## config.mk

```make
export PLATFORM = sky130hd
export DESIGN_NAME = green_seq
export DESIGN_NICKNAME = d
export VERILOG_FILES = /design/src/rtl/green_seq.sv
export SDC_FILE = /design/constraint.sdc
export NUM_CORES = 1
export LEC_CHECK = 0
export BUFFER_PORTS_ARGS = -buffer_cell sky130_fd_sc_hd__buf_2
export CAP_MARGIN = 20
export CORE_MARGIN = 2
export CORE_UTILIZATION = 44
export CTS_CLUSTER_SIZE = 40
export DETAILED_ROUTE_END_ITERATION = 12
export GPL_TIMING_DRIVEN = 0
export PLACE_DENSITY = 0.69
export SYNTH_ARGS = -nofsm -noshare
export SYNTH_HDL_FRONTEND = slang
export SYNTH_SLANG_ARGS = --single-unit
```

## constraint.sdc

```tcl
create_clock -name clk -period 3.1 [get_ports clk]
set_input_delay 0.465 -clock clk [delete_from_list [all_inputs] [get_ports clk]]
set_output_delay 0.465 -clock clk [all_outputs]
set_load 0.005 [all_outputs]
```

## src/rtl/green_seq.sv

```systemverilog
// Instruction sequencer for the green block: fetches over an imem req/ack handshake,
// runs FETCH/DECODE/EXEC/WB per instruction, and handles halt and fetch timeout.
module green_seq #(
  parameter int unsigned   AW       = 16,
  parameter logic [AW-1:0] RESET_PC = {AW{1'b0}},
  parameter int unsigned   TMO      = 15,
  parameter logic [3:0]    HALT_OP  = 4'hF
) (
  input  logic          clk,
  input  logic          rst_n,
  input  logic          start,
  output logic          imem_req,
  output logic [AW-1:0] imem_addr,
  input  logic          imem_ack,
  input  logic [15:0]   imem_rdata,
  output logic [15:0]   ins_o,
  input  logic          g_br,
  input  logic          g_we,
  input  logic [15:0]   g_ra,
  output logic          rf_we,
  output logic [AW-1:0] pc,
  output logic          busy,
  output logic          halted,
  output logic          err
);

  typedef enum logic [2:0] {
    S_IDLE   = 3'd0,
    S_FETCH  = 3'd1,
    S_DECODE = 3'd2,
    S_EXEC   = 3'd3,
    S_WB     = 3'd4,
    S_HALT   = 3'd5,
    S_ERR    = 3'd6
  } state_e;

  // Last no-ack cycle count before the fetch is abandoned.
  localparam logic [7:0]    TMO_LAST = 8'(TMO - 1);
  localparam logic [AW-1:0] PC_ONE   = {{(AW-1){1'b0}}, 1'b1};

  state_e        state_q, state_d;
  logic [AW-1:0] pc_q, pc_d;
  logic [15:0]   ins_q, ins_d;
  logic [7:0]    tmo_q, tmo_d;
  logic          br_q, br_d;
  logic [AW-1:0] ra_q, ra_d;
  logic          req_q, req_d;
  logic          rf_we_q, rf_we_d;
  logic          busy_q, busy_d;
  logic          halted_q, halted_d;
  logic          err_q, err_d;

  // Next-state, datapath and registered-output decode.
  always_comb begin
    state_d  = state_q;
    pc_d     = pc_q;
    ins_d    = ins_q;
    tmo_d    = tmo_q;
    br_d     = br_q;
    ra_d     = ra_q;
    rf_we_d  = 1'b0;
    case (state_q)
      S_IDLE: begin
        if (start) state_d = S_FETCH;
        else       state_d = S_IDLE;
      end
      S_FETCH: begin
        // An ack on the final allowed cycle still completes the fetch.
        if (imem_ack) begin
          ins_d   = imem_rdata;
          tmo_d   = 8'd0;
          state_d = S_DECODE;
        end else if (tmo_q == TMO_LAST) begin
          tmo_d   = tmo_q + 8'd1;
          state_d = S_ERR;
        end else begin
          tmo_d   = tmo_q + 8'd1;
        end
      end
      S_DECODE: begin
        if (ins_q[15:12] == HALT_OP) state_d = S_HALT;
        else                         state_d = S_EXEC;
      end
      S_EXEC: begin
        br_d    = g_br;
        ra_d    = g_ra[AW-1:0];
        rf_we_d = g_we;
        state_d = S_WB;
      end
      S_WB: begin
        if (br_q) pc_d = ra_q;
        else      pc_d = pc_q + PC_ONE;
        state_d = S_FETCH;
      end
      S_HALT: begin
        if (start) begin
          pc_d    = pc_q + PC_ONE;
          state_d = S_FETCH;
        end else begin
          state_d = S_HALT;
        end
      end
      S_ERR: begin
        if (start) begin
          tmo_d   = 8'd0;
          state_d = S_FETCH;
        end else begin
          state_d = S_ERR;
        end
      end
      default: state_d = S_IDLE;
    endcase
    req_d    = (state_d == S_FETCH);
    busy_d   = (state_d == S_FETCH) || (state_d == S_DECODE) ||
               (state_d == S_EXEC)  || (state_d == S_WB);
    halted_d = (state_d == S_HALT);
    err_d    = (state_d == S_ERR);
  end

  // State, datapath and output registers.
  always_ff @(posedge clk or negedge rst_n) begin
    if (!rst_n) begin
      state_q  <= S_IDLE;
      pc_q     <= RESET_PC;
      ins_q    <= 16'h0000;
      tmo_q    <= 8'd0;
      br_q     <= 1'b0;
      ra_q     <= {AW{1'b0}};
      req_q    <= 1'b0;
      rf_we_q  <= 1'b0;
      busy_q   <= 1'b0;
      halted_q <= 1'b0;
      err_q    <= 1'b0;
    end else begin
      state_q  <= state_d;
      pc_q     <= pc_d;
      ins_q    <= ins_d;
      tmo_q    <= tmo_d;
      br_q     <= br_d;
      ra_q     <= ra_d;
      req_q    <= req_d;
      rf_we_q  <= rf_we_d;
      busy_q   <= busy_d;
      halted_q <= halted_d;
      err_q    <= err_d;
    end
  end

  assign imem_req  = req_q;
  assign imem_addr = pc_q;
  assign pc        = pc_q;
  assign ins_o     = ins_q;
  assign rf_we     = rf_we_q;
  assign busy      = busy_q;
  assign halted    = halted_q;
  assign err       = err_q;

endmodule

```

==> flow_summary.ini <==
[outcome]
status = finished, final reports clean

[sta]
finClkSkew_ps = 5.177
rsz0062_at_grt = no
hold_viol_final = 0
fmaxAchievable_mhz = 531.6
setup_viol = 0
setup-tns-final_ps = 0
slew_headroom_pct = 46.27
slew_viol_final = 0
period_share_pct = 60.68
tightest_slew_ps = 805.9
fin_crit_ps = 1881

[clock_tree]
cts_tree = yes
htree_levels = 3
cts_buffer_depth = 2
path_clk_slew_ps = 70
clkSinkCount = 65
cts_setup_buffers = 0
ctsResizeCount = 0
root_buffer = clkbuf_8
hold_buffers = 0
clk_latency_ps = 340
numCtsBuffers = 9

[global_route]
grtUsageTotal_pct = 19.56
grt_pass1_wl_mm = 11.81
antenna_found_initial = 0
grt_start_max_net_pins = 66
globalRouteOverflowTotal = 0
first_global_vias = 2518

[drt]
wl_mm = 6.997
wire_per_inst_um = 14.31
viasPerCell = 5.186
drt_pre_antenna_iters = 4
drtIter0Drc = 177
dr_total_vias = 2536
drtAntennaViolNets = 0
drc_errors = 0

[die]
coreArea_um2 = 6869
die_area_um2 = 7892
fp.dieW_um = 88.84
io_pins = 91
row_count = 30
fp.dieH_um = 88.84
start_util_pct = 46.10

[critical_path]
critPathMaxStageDelay_ps = 460
critPathBufInv = 1
slowest_stage = or4b_4
cp_cell_sequence = inv_1, ha_1, or4b_4, nor3_4, a2111o_1, nand2b_4, a21oi_2
crit_family = simple AND/OR/NAND/NOR gates
setup.worst_path.end_class = register
crit_fanout = 6
worstPathArrival_ps = 2090
cp.required_ps = 3310
crit_type = reg2reg
worst_setup_path_start_kind = register

[power_and_ir_drop]
p_leak_nw = 1.828
p_per_area_nw_per_um2 = 1016
vdd_drop_max_mv = 0.5347

[synthesis]
async_flop_share_pct = 100.0
yosysUniqueCellTypes = 49
syn_avg_cell_area_um2 = 11.03
muxShareOfSynthArea_pct = 12.05
synth_top_area_cell = dfrtp_1
synth_area_leaders = dfrtp_1 (51%), mux2_2 (12%), buf_4 (4.3%)
synth_common_cells = dfrtp_1 (65), mux2_2 (33), o21ai_0 (26)
syn_nets = 328
post-synth-top-count-cell = dfrtp_1
yosys.area_share.simple_pct = 13.63
synth_seq_area_share_pct = 51.36
synth_compound_area_share_pct = 14.93
synth_top_area_share_pct = 51.36
synth_area_um2 = 3167
yosysWarnings = 0
yosys_register_bits = 65
synthFlopType = dfrtp_1
synth_fa_ha_area_share_pct = 1.185
synth_top_family_by_area = compound AO/OA/AOI/OAI gates
syn_inst = 287
synth_edf_count = 0
synthXorXnorAreaFrac_pct = 0

[finish]
layout-area-overhead-vs-synth_pct = 23.23
fin_nets = 429
fin_cells = 489
layout-drive-gt1-share_pct = 45.04
antenna_cells = 0
n_fill_cell = 636

[placed_design]
hpwl_mm = 5.048
port_buffers = 90
dpl.cell_count = 473
place_congestion = 0.8784

[run]
drv_cap = 0

[hold_path]
hp-class = in2async
==> power breakdown <==
group | internal [mW] | switching [mW] | total (mW) | leakage [nW]
Combinational | 0.961 | 0.839 | 1.80 | 0.967
Sequential | 1.23 | 0.322 | 1.56 | 0.779
Clock | 0.284 | 0.324 | 0.608 | 0.0818
Total | 2.48 | 1.49 | 3.96 | 1.83
==> layer usage <==
metal  global-route usage [%]  wire length, µm  share of wire, %
met2                    30.66             3357                48
met5                        0                0                 0
met4                    8.127              129               1.8
met1                    26.69             3167                45
met3                    3.731              342               4.9
==> final timing paths <==
check                          start            to  slack [ps]  cells after the start
min reg2reg                ins_o[11]     ins_o[11]         500                      1
max                         tmo_q[0]        halted        1220                      7
max reg2reg                 tmo_q[0]        halted        1220                      7
max in group asynchronous      rst_n  imem_addr[1]        2360                      1
min                            rst_n      ins_o[7]         220                      1
min in group clk                g_we         rf_we         340                      3
==> cells in the final DEF, fill, tap and decap left out, drive strengths merged, types with 3 or more instances in the layout <==
| cell type | netlist | layout |
|---|---|---|
| nand4 | 4 | 4 |
| a21oi | 24 | 24 |
| ha | 3 | 3 |
| and3 | 5 | 5 |
| nand2 | 17 | 17 |
| clkinv | 0 | 4 |
| mux2 | 33 | 33 |
| o21ai | 28 | 28 |
| buf | 25 | 115 |
| and4 | 3 | 3 |
| nor2b | 3 | 3 |
| clkbuf | 3 | 13 |
| nand3 | 10 | 10 |
| nand3b | 3 | 3 |
| o22ai | 5 | 5 |
| nand2b | 4 | 4 |
| nor3 | 3 | 3 |
| inv | 6 | 6 |
| dfrtp | 65 | 65 |
| nor2 | 15 | 15 |
==> final cells by class <==
cell class                      count  area (µm²)  area share [%]
Sequential cell                    65        1627           41.68
Inverter                            6       22.52          0.5771
Timing Repair Buffer               90       452.9           11.61
Multi-Input combinational cell    188        1324           33.92
Buffer                             28       193.9           4.970
Clock buffer                       10       127.6           3.270
Tap cell                           96       120.1           3.078
Clock inverter                      6       35.03          0.8977
==> stage by stage <==
step	instance area, µm²	util [%]	hold WS, ps	setup slack (ps)	total power [mW]
4_1_cts	3902	56.81	254.3	1223	3.994
5_1_grt	3902	56.81	288.0	1133	4.297
3_5_place_dp	3740	54.44	491.3	1235	3.379
2_1_floorplan	3167	-	169.4	1387	2.724
3_3_place_gp	3737	54.41	486.4	1245	3.316
6_report	3902	56.81	219.1	1219	3.965
==> cells by family (layout without fill, tap and decap cells) <==
kind of cell | after synthesis | count (layout)
and+or+nand+nor | 74 | 74
buffers and inverters | 34 | 140
adders and majority gates | 3 | 3
DFF | 65 | 65
AOI/OAI and AO/OA | 77 | 77
muxes | 34 | 34
==> state kept, by name (all words and copies together), names as in the netlist, 3 cells and up <==
signal / flops
tmo_q: 8
imem_addr: 16
ra_q: 16
ins_o: 16
state_q: 3
No activity file was read; power rests on OpenSTA's default activity.
